<file path="config.mk">
export PLATFORM = sky130hd
export DESIGN_NAME = bram_stream_reader
export DESIGN_NICKNAME = d
export VERILOG_FILES = /design/src/rtl/bram_stream_reader.sv
export SDC_FILE = /design/constraint.sdc
export NUM_CORES = 1
export LEC_CHECK = 0
export ABC_AREA = 1
export BUFFER_PORTS_ARGS = -buffer_cell sky130_fd_sc_hd__buf_2
export CELL_PAD_IN_SITES_DETAIL_PLACEMENT = 0
export CELL_PAD_IN_SITES_GLOBAL_PLACEMENT = 1
export CORE_MARGIN = 5
export CORE_UTILIZATION = 35
export CTS_CLUSTER_DIAMETER = 60
export DETAILED_ROUTE_END_ITERATION = 16
export GPL_ROUTABILITY_DRIVEN = 0
export PLACE_DENSITY = 0.69
export SLEW_MARGIN = 10
export SYNTH_ARGS = -nofsm -noshare
export SYNTH_HDL_FRONTEND = slang
export SYNTH_SLANG_ARGS = --single-unit
export TNS_END_PERCENT = 30
</file>
<file path="constraint.sdc">
create_clock -name clk_in -period 3.8 [get_ports clk_in]
set_input_delay 0.76 -clock clk_in [delete_from_list [all_inputs] [get_ports clk_in]]
set_output_delay 0.76 -clock clk_in [all_outputs]
set_load 0.02 [all_outputs]
</file>
<file path="src/rtl/bram_stream_reader.sv">
// bram_stream_reader: streams a burst of consecutive BRAM words out of an AXI-Stream master.
//
// A burst is requested with start_in (base_addr_in, length_in sampled together). Reads are
// issued to a fixed-latency BRAM under a credit rule: a read is only issued when the output
// FIFO has room for it plus every read still in flight. This means returning data always
// has a slot and never needs back-pressure.
//
// Ports
//   clk_in, rst_n_in           clock, synchronous active-low reset
//   start_in                   one-cycle burst request (only honoured in idle)
//   base_addr_in, length_in    first word address and word count
//   busy_out, done_out         burst in progress / one-cycle completion pulse
//   bram_en_out, bram_addr_out registered BRAM read port
//   bram_dout_in               BRAM read data, valid READ_LATENCY cycles after sampling
//   m_axis_*                   AXI-Stream master (tvalid, tdata, tlast, tready)
module bram_stream_reader #(
  parameter int unsigned ADDR_WIDTH   = 12,
  parameter int unsigned DATA_WIDTH   = 33,
  parameter int unsigned READ_LATENCY = 2,
  parameter int unsigned DEPTH        = 4
) (
  input  logic                  clk_in,
  input  logic                  rst_n_in,
  input  logic                  start_in,
  input  logic [ADDR_WIDTH-1:0] base_addr_in,
  input  logic [ADDR_WIDTH:0]   length_in,
  output logic                  busy_out,
  output logic                  done_out,
  output logic                  bram_en_out,
  output logic [ADDR_WIDTH-1:0] bram_addr_out,
  input  logic [DATA_WIDTH-1:0] bram_dout_in,
  output logic                  m_axis_tvalid,
  output logic [DATA_WIDTH-1:0] m_axis_tdata,
  output logic                  m_axis_tlast,
  input  logic                  m_axis_tready
);

  localparam int unsigned PtrW = (DEPTH > 1) ? $clog2(DEPTH) : 1;
  localparam int unsigned CntW = $clog2(DEPTH + 1);
  localparam int unsigned LenW = ADDR_WIDTH + 1;
  localparam logic [CntW:0]   DepthC = (CntW + 1)'(DEPTH);
  localparam logic [PtrW-1:0] LastPtr = PtrW'(DEPTH - 1);

  typedef enum logic [1:0] {StIdle, StIssue, StDrain} state_e;

  state_e                  state_q, state_d;
  logic                    en_q, en_d;
  logic [ADDR_WIDTH-1:0]   addr_q, addr_d;
  logic [LenW-1:0]         left_q, left_d;      // reads still to issue
  logic [LenW-1:0]         len_q, len_d;
  logic [LenW-1:0]         pop_cnt_q, pop_cnt_d;
  logic [CntW-1:0]         occ_q, occ_d;
  logic [CntW-1:0]         inflight_q, inflight_d;
  logic [READ_LATENCY-1:0] ret_pipe_q, ret_pipe_d;
  logic [PtrW-1:0]         wr_ptr_q, wr_ptr_d;
  logic [PtrW-1:0]         rd_ptr_q, rd_ptr_d;
  logic                    done_q, done_d;
  logic [DATA_WIDTH-1:0]   buf_q [DEPTH];

  logic          ret;
  logic          pop;
  logic [CntW:0] committed;

  function automatic logic [PtrW-1:0] ptr_inc(input logic [PtrW-1:0] p);
    return (p == LastPtr) ? '0 : p + 1'b1;
  endfunction

  // The oldest stage marks the cycle in which bram_dout_in belongs to one of our reads.
  assign ret           = ret_pipe_q[READ_LATENCY-1];
  assign m_axis_tvalid = (occ_q != '0);
  assign pop           = m_axis_tvalid & m_axis_tready;
  assign m_axis_tlast  = m_axis_tvalid & (pop_cnt_q == len_q - 1'b1);
  assign m_axis_tdata  = m_axis_tvalid ? buf_q[rd_ptr_q] : '0;
  assign busy_out      = (state_q != StIdle);
  assign done_out      = done_q;
  assign bram_en_out   = en_q;
  assign bram_addr_out = addr_q;

  always_comb begin
    occ_d      = occ_q + CntW'(ret) - CntW'(pop);
    inflight_d = inflight_q + CntW'(en_q) - CntW'(ret);
    // Slots already promised after this edge; the next read needs one more.
    committed  = {1'b0, occ_d} + {1'b0, inflight_d};
    ret_pipe_d = (ret_pipe_q << 1) | READ_LATENCY'(en_q);
    wr_ptr_d   = ret ? ptr_inc(wr_ptr_q) : wr_ptr_q;
    rd_ptr_d   = pop ? ptr_inc(rd_ptr_q) : rd_ptr_q;

    state_d   = state_q;
    en_d      = 1'b0;
    addr_d    = addr_q + ADDR_WIDTH'(en_q);
    left_d    = left_q;
    len_d     = len_q;
    pop_cnt_d = pop_cnt_q + LenW'(pop);
    done_d    = 1'b0;

    case (state_q)
      StIdle: begin
        // done_q high means this is the completion cycle; a start here is dropped.
        if (start_in && !done_q) begin
          if (length_in != '0) begin
            state_d   = StIssue;
            en_d      = 1'b1;
            addr_d    = base_addr_in;
            left_d    = length_in;
            len_d     = length_in;
            pop_cnt_d = '0;
          end else begin
            done_d = 1'b1;
          end
        end
      end
      StIssue: begin
        left_d = left_q - LenW'(en_q);
        if (left_d == '0) begin
          state_d = StDrain;
        end else begin
          en_d = (committed < DepthC);
        end
      end
      StDrain: begin
        if (pop && m_axis_tlast) begin
          state_d = StIdle;
          done_d  = 1'b1;
        end
      end
      default: state_d = StIdle;
    endcase
  end

  always_ff @(posedge clk_in) begin
    if (!rst_n_in) begin
      state_q    <= StIdle;
      en_q       <= 1'b0;
      addr_q     <= '0;
      left_q     <= '0;
      len_q      <= '0;
      pop_cnt_q  <= '0;
      occ_q      <= '0;
      inflight_q <= '0;
      ret_pipe_q <= '0;
      wr_ptr_q   <= '0;
      rd_ptr_q   <= '0;
      done_q     <= 1'b0;
    end else begin
      state_q    <= state_d;
      en_q       <= en_d;
      addr_q     <= addr_d;
      left_q     <= left_d;
      len_q      <= len_d;
      pop_cnt_q  <= pop_cnt_d;
      occ_q      <= occ_d;
      inflight_q <= inflight_d;
      ret_pipe_q <= ret_pipe_d;
      wr_ptr_q   <= wr_ptr_d;
      rd_ptr_q   <= rd_ptr_d;
      done_q     <= done_d;
    end
  end

  // Storage needs no reset: tdata is masked while the FIFO is empty.
  always_ff @(posedge clk_in) begin
    if (ret) begin
      buf_q[wr_ptr_q] <= bram_dout_in;
    end
  end

endmodule

</file>
[Word-level counts from Yosys, hierarchy flattened]
Memory sizes are Yosys's and may differ from the RTL's. A register that Yosys moved wholly into a read port is not among the register bits.
Index checks and enable logic that the tools add are counted.
Cells by class
  muxes and demuxes: 29
  magnitude comparators: 1
  reduce and logical (&&, ||, !) cells: 12
  equal/unequal tests: 9
  bitwise operators: 3
  $add $sub $neg: 11
Operators with widths (number)
  13-bit two-way mux: 5
  12-bit two-way mux: 3
  33-bit two-way mux: 1
  13-bit case mux with 2 select lines: 1
  2-bit two-way mux: 8
  13-bit by 1-bit adder with 13-bit output: 1
  13-bit == test: 1
  13-bit logical NOT: 1
  13-bit nonzero test: 1
  13-bit by 1-bit subtractor with 13-bit output: 1
  13-bit by 1-bit subtractor with 13-bit output, second input constant: 1
  12-bit by 1-bit adder with 12-bit output: 1
  1-bit two-way mux: 8
  2-bit != test, second input constant: 4
  3-bit by 1-bit adder with 3-bit output: 2
  2-bit == test, second input constant: 3
  2-bit case mux with 3 select lines: 1
  3-bit AND reduction: 2
  3-bit by 1-bit subtractor with 3-bit output: 2
  2-bit by 1-bit adder with 2-bit output, second input constant: 2
  3-bit by 3-bit adder with 4-bit output: 1
  4-bit by 3-bit < comparator with 1-bit output, second input constant: 1
  1-bit case mux with 2 select lines: 2
  4-bit AND reduction: 1
  8 further kinds: 11
Storage, ports and cells
  output and inout bits: 50
  register bits: 67
  memories kept: 1
  input port bits: 62
  memory bits (writable): 132
  logic and storage cells: 78
Memory list
  buf_q: depth 4, bits a word 33, rd ports 1, clocked after memory_dff 1, wr ports 1, line 58  | logic [DATA_WIDTH-1:0] buf_q [DEPTH];

[Logic depth before layout (Yosys ltp)]
Gate-level depths: netlist of the first run.
  depth after elaboration: 7
  mapped depth: 15

[Worst setup path after synthesis of the first run]
Ideal clock, no wire load.
  path type: input to register
  start: in m_axis_tready
  end: reg en_q (netlist: bram_en_out)
  data arrival time: 2.572 ns
  stages: 11
  path buffers: 0
  required time: 3.729 ns
  setup time: 0.071 ns
  setup slack: 1.157 ns
  cells stage by stage: nand2_1 -> xor2_1 -> ha_1 -> inv_1 -> fa_1 -> xor2_1 -> xor2_1 -> ha_1 -> nor4_1 -> nand3_1 -> a21oi_1
Between the ends
  cells in the longest elaborated chain, start to end: 6
Ends and longest elaborated chain
  start, declared: line 35  | input logic m_axis_tready
  1-bit bitwise AND: line 71  | assign pop = m_axis_tvalid & m_axis_tready;
  3-bit by 1-bit subtractor with 3-bit output: line 80  | occ_d = occ_q + CntW'(ret) - CntW'(pop);
  named net occ_d[2]: line 52  | logic [CntW-1:0] occ_q, occ_d;
  3-bit by 3-bit adder with 4-bit output: line 83  | committed = {1'b0, occ_d} + {1'b0, inflight_d};
  4-bit by 3-bit < comparator with 1-bit output: line 117  | en_d = (committed < DepthC);
  1-bit two-way mux: line 114  | if (left_d == '0) begin
  1-bit case mux with 2 select lines: line 96  | case (state_q)
  end signal, assigned: line 146  | en_q <= en_d;
  end, declared: line 47  | logic en_q, en_d;
The timed path passes the listed nets, and every way through them passes these cells.
A chain may end at the register's enable or synchronous reset.

[Worst setup path after layout of the first run]
  start: reg len_q[0]
  end: out m_axis_tlast
Between the ends
  cells in the longest elaborated chain, start to end: 3
Ends and longest elaborated chain
  start, declared: line 50  | logic [LenW-1:0] len_q, len_d;
  start signal, assigned: line 149  | len_q <= len_d;
  13-bit by 1-bit subtractor with 13-bit output: line 72  | assign m_axis_tlast = m_axis_tvalid & (pop_cnt_q == len_q - 1'b1);
  13-bit == test: line 72
  1-bit bitwise AND: line 72
  end, declared: line 34  | output logic m_axis_tlast,
No other way between the ends.

==> flow_summary.json, run 1 <==
{
  "outcome": "completed",
  "end_kind": "output port",
  "synth-xor-area-share_pct": 3.17,
  "rows": 59,
  "synthTopCellsByArea": "edfxtp_1, dfxtp_1, nor2_1",
  "antenna_cells": 0,
  "reg2reg_slack_ps": 1130,
  "firstDrtPassIters": 4,
  "grt_max_degree": 67,
  "path_clk_slew_ps": 60,
  "synth_compound_area_share_pct": 10.7,
  "ys.flop_type": "edfxtp_1",
  "synthAdderAreaFrac_pct": 2.77,
  "max_stage_delay_ps": 360,
  "synthCells": 976,
  "ys_seq_area_share_pct": 58.7,
  "cpMostUsedCell": "nand2_1",
  "grt_usage_pct": 14.2,
  "drtAntennaViolNets": 0,
  "dpl.hpwl_mm": 13.9,
  "critical_path.cell_chain": "inv_1 > ha_1 > nand2_1 > nor2_2 > nand2_1 > nand2_1 > nand4_1 > or3b_1 > nor2_1 > buf_2",
  "place_inst": 1397,
  "synth_top_area_share_pct": 43.5,
  "worstMarginPinSlew_ps": 847,
  "cts_tree": "built",
  "yosys.area_share.simple_pct": 19.1,
  "yosysWarnings": 0,
  "die_area_um2": 29400,
  "final_cells": 1437,
  "finalCritPeriodShare_pct": 82.5,
  "cpMaxStageDelayCell": "or3b_1",
  "ys_seq_elements": 201,
  "relSlewSlack_pct": 43.5,
  "crit_family": "simple AND/OR/NAND/NOR gates",
  "gr-total-overflow": 0,
  "path_max_fanout": 5,
  "avgSynthCellArea_um2": 9.33,
  "wire_per_inst_um": 14.8,
  "grt_pass1_vias": 6396,
  "port_buffers": 111,
  "finalNetCount": 1168,
  "holdBufCountCts": 0,
  "synth_top_family_by_area": "simple AND/OR/NAND/NOR gates",
  "die_w_um": 171,
  "syn-num-nets": 1057,
  "ir_worst_vdd_mv": 0.311,
  "vias": 6738,
  "htreeDepth": 1,
  "cts_root_buf": "clkbuf_16",
  "layout_setup_ws_ps": 667,
  "fp.dieH_um": 171,
  "rr_worst_depth": 13,
  "finalHoldViolations": 0,
  "synthesis.area_um2": 9110,
  "clock_sinks": 201,
  "dp_slack_ps": 869,
  "cts_buffer_depth": 3,
  "setup_violations": 0,
  "drt_iter0_drc": 342,
  "fillerInstances": 2593,
  "vias_per_cell": 4.69,
  "cts-resized-gates": 0,
  "drive_above_1_share_pct": 15.8,
  "pwr-share-comb_pct": 32.7,
  "p_int_uw": 4460,
  "p_sw_share_pct": 35.4,
  "path_buf_inv": 2,
  "synth_mux_area_share_pct": 0,
  "synthArstFlopShare_pct": 0,
  "power.density_nw_per_um2": 645,
  "clkPwrFrac_pct": 30.1,
  "fmax_mhz": 319,
  "synth_largest_area_cell": "edfxtp_1",
  "path_depth": 10,
  "synth_edf_count": 132,
  "synth_cell_types": 43,
  "fin_crit_ps": 3130,
  "clk_latency_ps": 490,
  "worst-setup-path-type": "flop to output port",
  "whs_path_depth": 2,
  "net-switching-power_uw": 2450,
  "drv_slew": 0,
  "cts_buffers": 23,
  "maxCapViolCount": 0,
  "drt_drc_violations_left": 0,
  "start_util_pct": 35.3,
  "antenna_found_initial": 1,
  "rsz0062_at_grt": "false",
  "fin_skew_ps": 7.74,
  "area_delta_synth_final_pct": 17.6,
  "coreArea_um2": 25800,
  "routed_wl_mm": 21.3,
  "worstPathRequired_ps": 3040,
  "p_leak_uw": 0.00434,
  "io_pins": 112,
  "startpoint_type": "flop",
  "grt_pass1_wl_mm": 33.5,
  "seq_power_share_pct": 37.2,
  "finalSetupTns_ps": 0,
  "hold_path.class": "flop to flop",
  "cp.arrival_ps": 2370,
  "cts_setup_buffers": 0
}
-- synthesized netlist by cell type, types with 4 or more instances --
cell	number
xor2_1	25
nand4_1	8
dfxtp_1	69
buf_1	7
edfxtp_1	132
nor2_2	5
nor3_1	5
buf_6	4
o21ai_0	107
clkbuf_1	23
nand2_1	123
ha_1	17
nand3_1	28
inv_1	83
nor2_1	219
a21oi_1	70
xnor2_1	8
-- final timing paths --
check	start	end
worst max-delay path	len_q[0]	m_axis_tlast
worst min-delay path	ret_pipe_q[0]	ret_pipe_q[1]
worst max register to register	occ_q[1]	bram_en_out
worst min register to register	ret_pipe_q[0]	ret_pipe_q[1]
-- sequential cells by signal, summed over array words and instances, names as in the netlist, 3 cells and up, named ones only --
signal         flops
pop_cnt_q         13
left_q            13
bram_addr_out     12
inflight_q         3
buf_q            132
len_q             13
occ_q              3
-- worst min-delay path: stages (launching register included) --
cell     delay, ps
dfxtp_1        300
nand2_1         50
inv_1           40
-- per-layer routing --
metal  part of all wire [%]  routed length [um]  track usage, %  up-vias
met5                      0                   0               0        -
met4                    1.8                 393            3.82        0
met3                    4.7                 992            2.11       26
met2                     49               10500            25.1      141
met1                     44                9460            18.3     3088
li1                       -                   -               -     3483
-- cells by family after synthesis --
logic type / count (synthesis)
simple gates: 411
flops: 201
compound gates: 188
buf+inv: 124
xor+xnor: 33
fa+ha+maj: 19
-- power groups by stage --
stage	registers, uW	logic (uW)	clock network, uW
final	2570	2260	2080
after detailed placement	2620	2290	0
after global placement	2620	2290	0
after CTS	2570	2300	2130
after floorplan	2620	1550	0
after global routing	2590	2550	2230
-- placed cells by master (no fill, tap or decap), types with 23 or more instances in the layout --
cell type	n
o21ai_0	107
nand2_1	123
nor2_1	219
a21oi_1	70
xor2_1	25
inv_1	83
buf_2	111
nand3_1	28
clkbuf_16	23
dfxtp_1	68
edfxtp_1	132
-- cell type report --
| cell class | count | area (um^2) | area share [%] |
|---|---|---|---|
| Clock buffer | 34 | 627 | 5.85 |
| Multi-Input combinational cell | 651 | 3250 | 30.4 |
| Timing Repair Buffer | 125 | 661 | 6.17 |
| Tap cell | 335 | 419 | 3.91 |
| Sequential cell | 201 | 5350 | 49.9 |
| Clock inverter | 6 | 81.3 | 0.760 |
| Inverter | 85 | 319 | 2.98 |
-- stage by stage --
stage	total power, uW	cell area [um^2]	hold WS, ps	util, %
6_report	6910	10700	415	41.4
2_1_floorplan	4180	9110	390	-
4_1_cts	7010	10700	417	41.4
3_5_place_dp	4910	10000	403	38.7
5_1_grt	7370	10700	461	41.4
3_3_place_gp	4900	10000	402	38.7
Note: power is estimated with default switching activity, not from simulation.
==> run 2, diff against run 1 <==
ABC_AREA = 0   (was 1)
PLACE_DENSITY = 0.68   (was 0.69)
clock period = 2.8 ns   (was 3.8 ns; I/O delays follow)
==> run 2 against run 1 <==
Net effect:
- the flow now finishes with violations (negative setup slack)
- global-route usage is 1.2 points lower
- highest routed layer unchanged
- critical endpoint unchanged
- total power increased by 25%
- combinational power increased by 2%
- sequential share of layout area fell by 0.24 points
- largest cell class unchanged
- critical path depth unchanged
==> flow_summary.json, run 2 <==
{
  "synth_edf_count": 132,
  "antenna_cells": 0,
  "seq_power_share_pct": 39.6,
  "synth_top_area_share_pct": 44.3,
  "fillerInstances": 2362,
  "largest_register_ff_count": 132,
  "die_w_um": 170,
  "grt_pass1_vias": 5812,
  "cts_buffers": 24,
  "synthCells": 684,
  "p_leak_uw": 0.00409,
  "synth_cell_types": 62,
  "finalSetupTns_ps": -163,
  "drive_above_1_share_pct": 28.2,
  "maxCapViolCount": 0,
  "cts_tree": "built",
  "synthArstFlopShare_pct": 0,
  "path_clk_slew_ps": 60,
  "ir_worst_vdd_mv": 0.487,
  "layout_common_cells": "edfxtp_1, buf_2, nand2_1",
  "finalNetCount": 892,
  "fmax_mhz": 338,
  "htreeDepth": 1,
  "grt_max_degree": 36,
  "fin_area_um2": 10800,
  "drt_iter0_drc": 403,
  "ys.flop_type": "edfxtp_1",
  "holdBufCountCts": 0,
  "finalPower_uw": 8670,
  "area_delta_synth_final_pct": 20.4,
  "relSlewSlack_pct": 36.7,
  "clkPwrFrac_pct": 33.8,
  "dpl.hpwl_mm": 12.5,
  "worstMarginPinSlew_ps": 946,
  "p_int_uw": 6100,
  "finalHoldViolations": 0,
  "p_sw_share_pct": 29.6,
  "die_area_um2": 28800,
  "cts_buffer_depth": 3,
  "grt_usage_pct": 13.0,
  "dpl-instance-area_um2": 9920,
  "drt_drc_violations_left": 0,
  "vias_per_cell": 4.88,
  "clock_sinks": 201,
  "syn-num-nets": 765,
  "ys_seq_elements": 201,
  "finalCritPeriodShare_pct": 106,
  "drv_slew": 0,
  "synth_common_cells": "edfxtp_1, nand2_1, dfxtp_1",
  "synth_largest_area_cell": "edfxtp_1",
  "drtAntennaViolNets": 0,
  "vias": 5644,
  "cp.arrival_ps": 2400,
  "wire_per_inst_um": 16.4,
  "firstDrtPassIters": 4,
  "cts_root_buf": "clkbuf_16",
  "routed_wl_mm": 19.0,
  "fp.dieH_um": 170,
  "startpoint_type": "flop",
  "rsz0062_at_grt": "true",
  "path_max_fanout": 3,
  "yosysMostFrequentCell": "edfxtp_1",
  "final_common_cell": "edfxtp_1",
  "dp_slack_ps": 21.3,
  "fin_crit_ps": 2960,
  "synthTopCellsByArea": "edfxtp_1, dfxtp_1, mux4_2",
  "hold_path.class": "input pin to flop",
  "synthesis.area_um2": 8940,
  "worstPathRequired_ps": 2240,
  "yosysWarnings": 0,
  "net-switching-power_uw": 2570,
  "power.density_nw_per_um2": 805,
  "top_register": "buf_q",
  "rows": 58,
  "ys_seq_area_share_pct": 59.8,
  "clk_latency_ps": 500,
  "failed_checks": "negative setup slack",
  "fin_skew_ps": 10.1,
  "end_kind": "output port",
  "layout_setup_ws_ps": -163,
  "setup_violations": 1,
  "pwr-share-comb_pct": 26.6,
  "avgSynthCellArea_um2": 13.1,
  "coreArea_um2": 25200,
  "grt_pass1_wl_mm": 30.7,
  "io_pins": 112,
  "outcome": "finished, violations left",
  "antenna_found_initial": 0,
  "gr-total-overflow": 0,
  "start_util_pct": 35.5,
  "worst-setup-path-type": "flop to output port",
  "port_buffers": 111
}
## run 2: changes by cell type after synthesis, sizes merged, moves of 13 or more
cell    previous run  this run
o21ai            108        14
nand3             30        17
xnor2              8        24
a21oi             70        10
nand2            127        73
a21boi             0        24
nor2             225        34
mux4               0        33
and2               1        44
inv               85        19
## run 2: critical path, cell delays in order (launching register included)
cell	delay, ps
dfxtp_2	330
inv_2	50
ha_4	150
buf_6	110
o21ba_4	190
a221oi_2	230
a31oi_1	80
a2111oi_2	320
nand2_1	110
nor3_2	160
buf_4	180
## run 2: stage by stage
step,util (%),hold WS [ps],cells
floorplan,-,412,684
global placement,39.4,434,1113
detailed placement,39.4,438,1113
CTS,42.7,249,1157
global route,42.8,258,1157
finish,42.8,274,1157
## run 2: path summary, 6_finish.rpt
| path | start | to | slack [ps] | cells after the start |
|---|---|---|---|---|
| worst min register to register | ret_pipe_q[0] | ret_pipe_q[1] | 440 | 1 |
| worst max-delay path | len_q[1] | m_axis_tlast | -160 | 10 |
| worst min-delay path | bram_dout_in[31] | buf_q[2][31] | 270 | 1 |
| worst max register to register | occ_q[1] | bram_en_out | 80 | 12 |
## run 2: cell type report
cell class	instances	area (um^2)	area share [%]
Timing Repair Buffer	139	788	7.32
Multi-Input combinational cell	426	3380	31.4
Inverter	19	71.3	0.662
Sequential cell	201	5350	49.7
Clock inverter	15	128	1.19
Clock buffer	27	633	5.88
Tap cell	330	413	3.83
## run 2: cell families (layout without fill, tap and decap cells)
family	count (synthesis)	count (layout)	synth area share (%)
multiplexers	38	38	8.87
AND/OR/NAND/NOR	235	235	13.8
XOR/XNOR	46	46	4.51
adder cells (fa/ha/maj)	19	19	2.83
AO/OA/AOI/OAI	88	88	7.19
buffers and inverters	57	200	3.01
flip-flops	201	201	59.8
## run 2: power by group through the flow
stage                     clock network (uW)  logic, uW  registers (uW)
after detailed placement                   0       2310            3490
after floorplan                            0       1590            3490
after global routing                    3150       2550            3450
final                                   2930       2310            3430
after CTS                               3030       2350            3430
after global placement                     0       2310            3490
## run 2: what timing repair did
item                       4_1_cts  5_1_grt
resized for setup               13        4
setup endpoints to repair        1        2
setup buffers                    2        0
cloned                           0        0
pin swaps                        5        1
## run 2: metal layers
layer / global-route usage, % / vias to the layer above / routed length, um / part of all wire [%]
met5: 0 / - / 0 / 0
met1: 18.0 / 2726 / 8640 / 45
li1: - / 2760 / - / -
met3: 2.35 / 21 / 1170 / 6.1
met2: 21.7 / 137 / 8960 / 47
met4: 2.73 / 0 / 258 / 1.4
